===== config.mk =====
export PLATFORM = sky130hd
export DESIGN_NAME = debug_run_ctrl
export DESIGN_NICKNAME = d
export VERILOG_FILES = /design/src/rtl/debug_run_ctrl.sv
export SDC_FILE = /design/constraint.sdc
export NUM_CORES = 1
export LEC_CHECK = 0
export ABC_CLOCK_PERIOD_IN_PS = 7270
export CAP_MARGIN = 20
export CORE_MARGIN = 2
export CORE_UTILIZATION = 45
export CTS_CLUSTER_SIZE = 30
export DETAILED_ROUTE_END_ITERATION = 10
export GPL_ROUTABILITY_DRIVEN = 0
export MAX_ROUTING_LAYER = met4
export PLACE_DENSITY = 0.74
export SETUP_SLACK_MARGIN = 0.3
export SLEW_MARGIN = 40
export SYNTH_ARGS = -nofsm -noshare
export SYNTH_HDL_FRONTEND = slang
export SYNTH_SLANG_ARGS = --single-unit

===== constraint.sdc =====
create_clock -name clk -period 7.27 [get_ports clk]
set_input_delay 0.727 -clock clk [delete_from_list [all_inputs] [get_ports clk]]
set_output_delay 0.727 -clock clk [all_outputs]
set_load 0.01 [all_outputs]

===== src/rtl/debug_run_ctrl.sv =====
// Debug run controller: gates the core clock-enable for halt / single-step /
// free-run / run-to-breakpoint operation, with a bank of PC breakpoints.
module debug_run_ctrl #(
  parameter int unsigned PC_W   = 32,
  parameter int unsigned NUM_BP = 4,
  parameter int unsigned CNT_W  = 16,
  localparam int unsigned IDX_W = (NUM_BP > 1) ? $clog2(NUM_BP) : 1
) (
  input  logic             clk,
  input  logic             rst,
  input  logic             cmd_valid,
  input  logic [1:0]       cmd_op,
  input  logic [CNT_W-1:0] cmd_count,
  input  logic             bp_wr_en,
  input  logic [IDX_W-1:0] bp_wr_idx,
  input  logic [PC_W-1:0]  bp_wr_addr,
  input  logic             bp_wr_arm,
  input  logic [PC_W-1:0]  pc_in,
  output logic             core_en,
  output logic             halted,
  output logic [1:0]       halt_cause,
  output logic [IDX_W-1:0] bp_hit_idx,
  output logic             cmd_err,
  output logic [CNT_W-1:0] cycles_run
);

  typedef enum logic [1:0] {
    ST_HALTED,
    ST_STEP,
    ST_RUN,
    ST_RUN_BP
  } state_e;

  typedef enum logic [1:0] {
    OP_HALT,
    OP_STEP_N,
    OP_RUN,
    OP_RUN_TO_BP
  } op_e;

  typedef enum logic [1:0] {
    CAUSE_RESET,
    CAUSE_CMD,
    CAUSE_COUNT,
    CAUSE_BP
  } cause_e;

  state_e                        state_q, state_d;
  cause_e                        cause_q, cause_d;
  logic [CNT_W-1:0]              remaining_q, remaining_d;
  logic [CNT_W-1:0]              cycles_q, cycles_d;
  logic [IDX_W-1:0]              hit_idx_q, hit_idx_d;
  logic                          err_q, err_d;
  logic                          first_q, first_d;
  logic [NUM_BP-1:0][PC_W-1:0]   bp_addr_q, bp_addr_d;
  logic [NUM_BP-1:0]             bp_arm_q, bp_arm_d;

  logic             bp_match;
  logic [IDX_W-1:0] bp_lowest;
  logic             bp_check;
  logic             bp_halt;
  logic             halt_cmd;
  logic             running;

  // Scan from the top down so the lowest matching channel wins.
  always_comb begin
    bp_match  = 1'b0;
    bp_lowest = '0;
    for (int unsigned i = NUM_BP; i > 0; i--) begin
      if (bp_arm_q[i-1] && (pc_in == bp_addr_q[i-1])) begin
        bp_match  = 1'b1;
        bp_lowest = IDX_W'(i - 1);
      end
    end
  end

  always_comb begin
    running  = (state_q != ST_HALTED);
    bp_check = (state_q == ST_STEP) || ((state_q == ST_RUN_BP) && !first_q);
    bp_halt  = bp_check && bp_match;
    halt_cmd = cmd_valid && (cmd_op == OP_HALT);
    core_en  = running && !bp_halt && !halt_cmd;
  end

  always_comb begin
    state_d     = state_q;
    cause_d     = cause_q;
    remaining_d = remaining_q;
    hit_idx_d   = hit_idx_q;
    first_d     = 1'b0;
    err_d       = cmd_valid && (cmd_op != OP_HALT) && running;
    cycles_d    = (core_en && (cycles_q != '1)) ? cycles_q + CNT_W'(1) : cycles_q;
    bp_addr_d   = bp_addr_q;
    bp_arm_d    = bp_arm_q;

    if (bp_wr_en && (32'(bp_wr_idx) < NUM_BP)) begin
      bp_addr_d[bp_wr_idx] = bp_wr_addr;
      bp_arm_d[bp_wr_idx]  = bp_wr_arm;
    end

    if (state_q == ST_HALTED) begin
      if (cmd_valid) begin
        case (cmd_op)
          OP_STEP_N: begin
            remaining_d = (cmd_count == '0) ? CNT_W'(1) : cmd_count;
            cycles_d    = '0;
            state_d     = ST_STEP;
          end
          OP_RUN: begin
            cycles_d = '0;
            state_d  = ST_RUN;
          end
          OP_RUN_TO_BP: begin
            cycles_d = '0;
            first_d  = 1'b1;
            state_d  = ST_RUN_BP;
          end
          default: ;
        endcase
      end
    end else if (bp_halt) begin
      state_d   = ST_HALTED;
      cause_d   = CAUSE_BP;
      hit_idx_d = bp_lowest;
    end else if (halt_cmd) begin
      state_d = ST_HALTED;
      cause_d = CAUSE_CMD;
    end else if (state_q == ST_STEP) begin
      remaining_d = remaining_q - CNT_W'(1);
      if (remaining_q == CNT_W'(1)) begin
        state_d = ST_HALTED;
        cause_d = CAUSE_COUNT;
      end
    end
  end

  always_ff @(posedge clk or negedge rst) begin
    if (!rst) begin
      state_q     <= ST_HALTED;
      cause_q     <= CAUSE_RESET;
      remaining_q <= '0;
      cycles_q    <= '0;
      hit_idx_q   <= '0;
      err_q       <= 1'b0;
      first_q     <= 1'b0;
      bp_addr_q   <= '0;
      bp_arm_q    <= '0;
    end else begin
      state_q     <= state_d;
      cause_q     <= cause_d;
      remaining_q <= remaining_d;
      cycles_q    <= cycles_d;
      hit_idx_q   <= hit_idx_d;
      err_q       <= err_d;
      first_q     <= first_d;
      bp_addr_q   <= bp_addr_d;
      bp_arm_q    <= bp_arm_d;
    end
  end

  assign halted     = (state_q == ST_HALTED);
  assign halt_cause = cause_q;
  assign bp_hit_idx = hit_idx_q;
  assign cmd_err    = err_q;
  assign cycles_run = cycles_q;

endmodule


Yosys cells after proc, flatten, opt, wreduce, memory -nomap -nowiden
Index checks and enable logic that the tools add are counted.

operators by class
  add/subtract/negate cells = 2
  $lt $le $gt $ge = 2
  equal/unequal tests = 16
  muxes and demuxes = 39
  bitwise logic cells = 1
  reductions and logical operators = 32

operators with widths
  operator               count
  $mux 16                11
  $bwmux 128             1
  $eq 32x32->1           4
  $demux 32 s2           1
  $mux 32                1
  $mux 2                 14
  $add 16x1->16 const B  1
  $eq 16x1->1 const B    1
  $logic_not 16->1       1
  $ne 16x16->1 const B   1
  $sub 16x1->16 const B  1
  $logic_and 1x1->1      13
  $mux 1                 8
  $reduce_bool 4->1      2
  $eq 2x2->1 const B     3
  $ne 2x2->1 const B     3
  $pmux 2 s3             1
  $reduce_bool 2->1      3
  $reduce_bool 3->1      2
  $reduce_and 5->1       1
  $bwmux 4               1
  $eq 2x1->1 const B     2
  $logic_not 2->1        2
  $ne 4x1->1 const B     1
  other kinds (11)       13

storage, ports and cells
  flip-flop bits (word level) = 172
  output and inout bits = 23
  logic and storage cells = 104

Longest topological paths before layout
  word-level depth = 15
  depth in mapped cells = 9

Least setup slack after synthesis
No wires, ideal clock.

  kind = input port to output port
  start = input port pc_in[30]
  end = output port core_en
  arrival = 2389 ps
  data required time = 6543 ps
  path slack = 4154 ps
  stages on the path = 8
  cell sequence = xor2_1 nor4_1 nand4_1 or4_4 a41o_2 buf_2 nand2_1 nor2_1

on the way
  word-level cells in the longest chain between the ends = 10
  elaborated cells on any way between the ends = 16

RTL lines
  what                                line  text
  from (decl)                         18    input logic [PC_W-1:0] pc_in,
  $eq 32x32->1                        70    if (bp_arm_q[i-1] && (pc_in == bp_addr_q[i-1])) begin
  $logic_and 1x1->1                   70
  $mux 1 (3 in a row)                 70
  $mux 1 (*)                          70
  $logic_and 1x1->1 (*)               80    bp_halt = bp_check && bp_match;
  $logic_not 1->1 (*)                 82    core_en = running && !bp_halt && !halt_cmd;
  $logic_and 1x1->1 (*) (2 in a row)  82
  to (decl)                           19    output logic core_en,

Mark *: on every way between the ends. The rest lies on a longest branch, timed or not.

Worst setup path in the final report
  start = input port pc_in[1]
  end = output port core_en

Same word-level chain as after synthesis.

==> run metrics <==
clk sinks between 150 and 200; wirelength, routed ~22 mm; Synth Area in Simple Gates 11.4%; VDD IR max 0.158 mV; CTS Buffer Depth 2; area share of fa/ha/maj cells after synthesis roughly 1.1%; Final Skew approximately 0.011 ns; Fin Setup TNS 0 ns; die area between 0.02 and 0.025 mm2; largest family of logic cells by synthesized area multiplexers; htree depth 4; IO Pins approximately 110; ys flop type dfrtp_1; fin util 56.1%; Critical Path AT ~4 ns; worst stage delay on the critical path 0.65 ns; initial antenna violation count 1; largest net degree at the start of global routing approximately 110; mux contribution to synthesized area 17.9%; wire length on met3 around 1.4 mm; Mean Syn Cell Area between 10 and 15 um2; crit start category input port; area of the multi-input gates 0.00433 mm2; Reg area around 0.0043 mm2; hpwl dp around 15 mm; Critical Path Most Common Cell clkdlybuf4s50_1; LEAKAGE between 4 and 5 nW; Root Buffer clkbuf_16; Filler Cells Inserted around 1.6k; Critical Path RT about 6.5 ns; post-synthesis sequential area ratio roughly half; fin crit period around 4.6 ns; Worst Max-Slew Pin Slew 0.745 ns; chip width approximately 140 um; RSZ-0062 raised after global routing false; 1st-iter DRT viols between 200 and 300; Synth Area in XOR/XNOR between 10 and 15%; via count 6304; clk_lat worst skew ~0.43 ns; core outline area around 0.019 mm2; Max-Cap Viols 0; vias in the first global route between 6k and 7k; crit-path max FO 11; cts repair resizes 0; Async S/R FF share, synth 100%; Min-Delay Path Class in -> async; CTS tree yes; fraction of layout cells with a size suffix above 1 21.8%; I/O Buffers 111; CTS Hold Bufs 0; Synth cell types 56; remaining antenna violation count 0; Final nets about 960; Congestion Overflow GR 0; final hold vios 0; met2 routed WL 10.3 mm; GRT Overall Usage approximately 22%; highest routed layer met4; Worst slew margin approximately half; final setup vio count 0; routed vias/inst roughly 5.5; critical path class in -> out; Yosys warnings 0; row count just over 50; Post-synth EDFFs 0; cell count after synthesis about 750; Pwr per Cell Area 287 mW/mm2; setup bufs post-CTS 0; Die H around 140 um; DRT met1 WL 9.50 mm; clock transition at the registers of the reported paths 0.08 ns; crit path cell chain clkdlybuf4s50_1 > xor2_1 > nor4_1 > nand4_1 > or4_1 > a41o_2 > nand2_1 > nor2_1 > clkdlybuf4s50_1; slowest CP cell or4_1; Synth Cell Area 0.00881 mm2; Pre-antenna DRT Iters 5; Max Fclk 0.216 GHz; Syn Nets approximately 850; wire per inst 19.0 um; Num CTS Buffers 17; DRC Markers 0; Slew Limit Fails 0; Compound-Gate Fraction of Synth Area 6.28%; period utilization between 60% and 70%; Initial Utilization a little under half; number of synthesized register bits about 170; first-pass GRT wire length roughly 34 mm; Area growth syn-to-layout 23.2%; Crit. End Element output port; status finished clean
-- final timing paths --
| kind | slack [ns] | startpoint | to | cells after the start |
|---|---|---|---|---|
| max | 2.63 | pc_in[1] | core_en | 9 |
| min | 0.21 | rst | bp_addr_q[40] | 1 |
| max reg2reg | 3.95 | state_q[0] | cycles_run[6] | 6 |
| min reg2reg | 0.51 | remaining_q[5] | remaining_q[5] | 2 |
| max in group asynchronous | 5.76 | rst | bp_addr_q[113] | 3 |
| min in group clk | 0.51 | remaining_q[5] | remaining_q[5] | 2 |
-- cells in the mapped netlist, types with 4 or more instances --
cell	instances	area, um2
ha_1	8	100
nor3b_1	6	45.0
nand4_1	16	100
a21oi_1	21	105
xnor2_1	39	342
nor2_1	31	116
xor2_1	82	718
clkbuf_1	20	75.1
mux2_2	133	1500
mux2i_1	8	80.1
dfrtp_1	172	4300
nor3_1	20	100
nand2_1	24	90.1
nand3b_1	4	30.0
nand2b_1	7	43.8
o31ai_1	10	75.1
or4_2	4	35.0
nand3_1	18	90.1
o22a_1	6	52.6
nor4_1	30	188
a31oi_1	6	37.5
o21ai_0	14	70.1
and3_1	8	50.1
inv_1	15	56.3
-- critical path, delay by kind of cell --
kind            cells  cell delay (ns)
compound gates      1             0.36
xor+xnor            1             0.24
buf+inv             2             1.07
simple gates        5             1.51
-- state kept, by name, summed over array words and instances (netlist names) --
register	cells
halt_cause	2
first_q	1
remaining_q	16
bp_arm_q	4
cycles_run	16
state_q	2
bp_hit_idx	2
bp_addr_q	128
cmd_err	1
-- cell type report --
class	count	area share, %
repair buffers	118	11.1
well taps	265	3.05
flip-flops and latches	172	39.6
clock inverters	15	1.86
multi-input cells	533	39.9
clock buffers	17	3.92
inverters	16	0.553
diodes	1	0.0231
-- report_power, final --
group,leakage (nW),internal [mW],total (mW),switching (mW)
Sequential,2.07,1.16,1.33,0.170
Clock,0.306,0.527,0.964,0.436
Combinational,2.02,0.396,0.826,0.429
-- per-layer routing --
metal | up-vias | track usage, %
met4 | 0 | 5.26
li1 | 2938 | -
met3 | 27 | 5.80
met1 | 3129 | 28.0
met5 | - | -
met2 | 210 | 36.2
-- cells in the final DEF (no fill, tap or decap), types with 6 or more instances in the layout --
| cell | count |
|---|---|
| nor4_1 | 30 |
| nor3_1 | 20 |
| ha_1 | 8 |
| a21oi_1 | 21 |
| mux2i_1 | 8 |
| o22a_1 | 6 |
| dfrtp_1 | 172 |
| clkbuf_16 | 17 |
| nor2_1 | 31 |
| nand2_1 | 24 |
| xnor2_1 | 39 |
| nand3_1 | 17 |
| nand2b_1 | 7 |
| and3_1 | 8 |
| o21ai_0 | 14 |
| nand4_1 | 16 |
| a31oi_1 | 6 |
| mux2_2 | 133 |
| clkdlybuf4s50_1 | 110 |
| inv_1 | 15 |
| o31ai_1 | 10 |
| xor2_1 | 82 |
-- cells by family (layout without fill, tap and decap cells) --
kind of cell / after synthesis / in the layout
other cells: 0 / 1
mux: 141 / 141
compound gates: 79 / 79
flops: 172 / 172
fa+ha+maj: 8 / 8
simple gates: 183 / 183
buf+inv: 44 / 166
xor+xnor: 122 / 122
-- through the flow --
stage               power (mW)  cells  hold WS [ns]  setup WS [ns]  area [um2]
finish                    3.12   1137         0.206           2.63       10900
floorplan                 1.86    749         0.431           4.15        8810
detailed placement        2.16   1103         0.494           2.68       10200
global route              3.28   1137         0.230           2.54       10900
global placement          2.14   1102         0.490           2.69       10200
CTS                       3.13   1135         0.393           2.67       10800
Note: power is estimated with default switching activity, not from simulation.
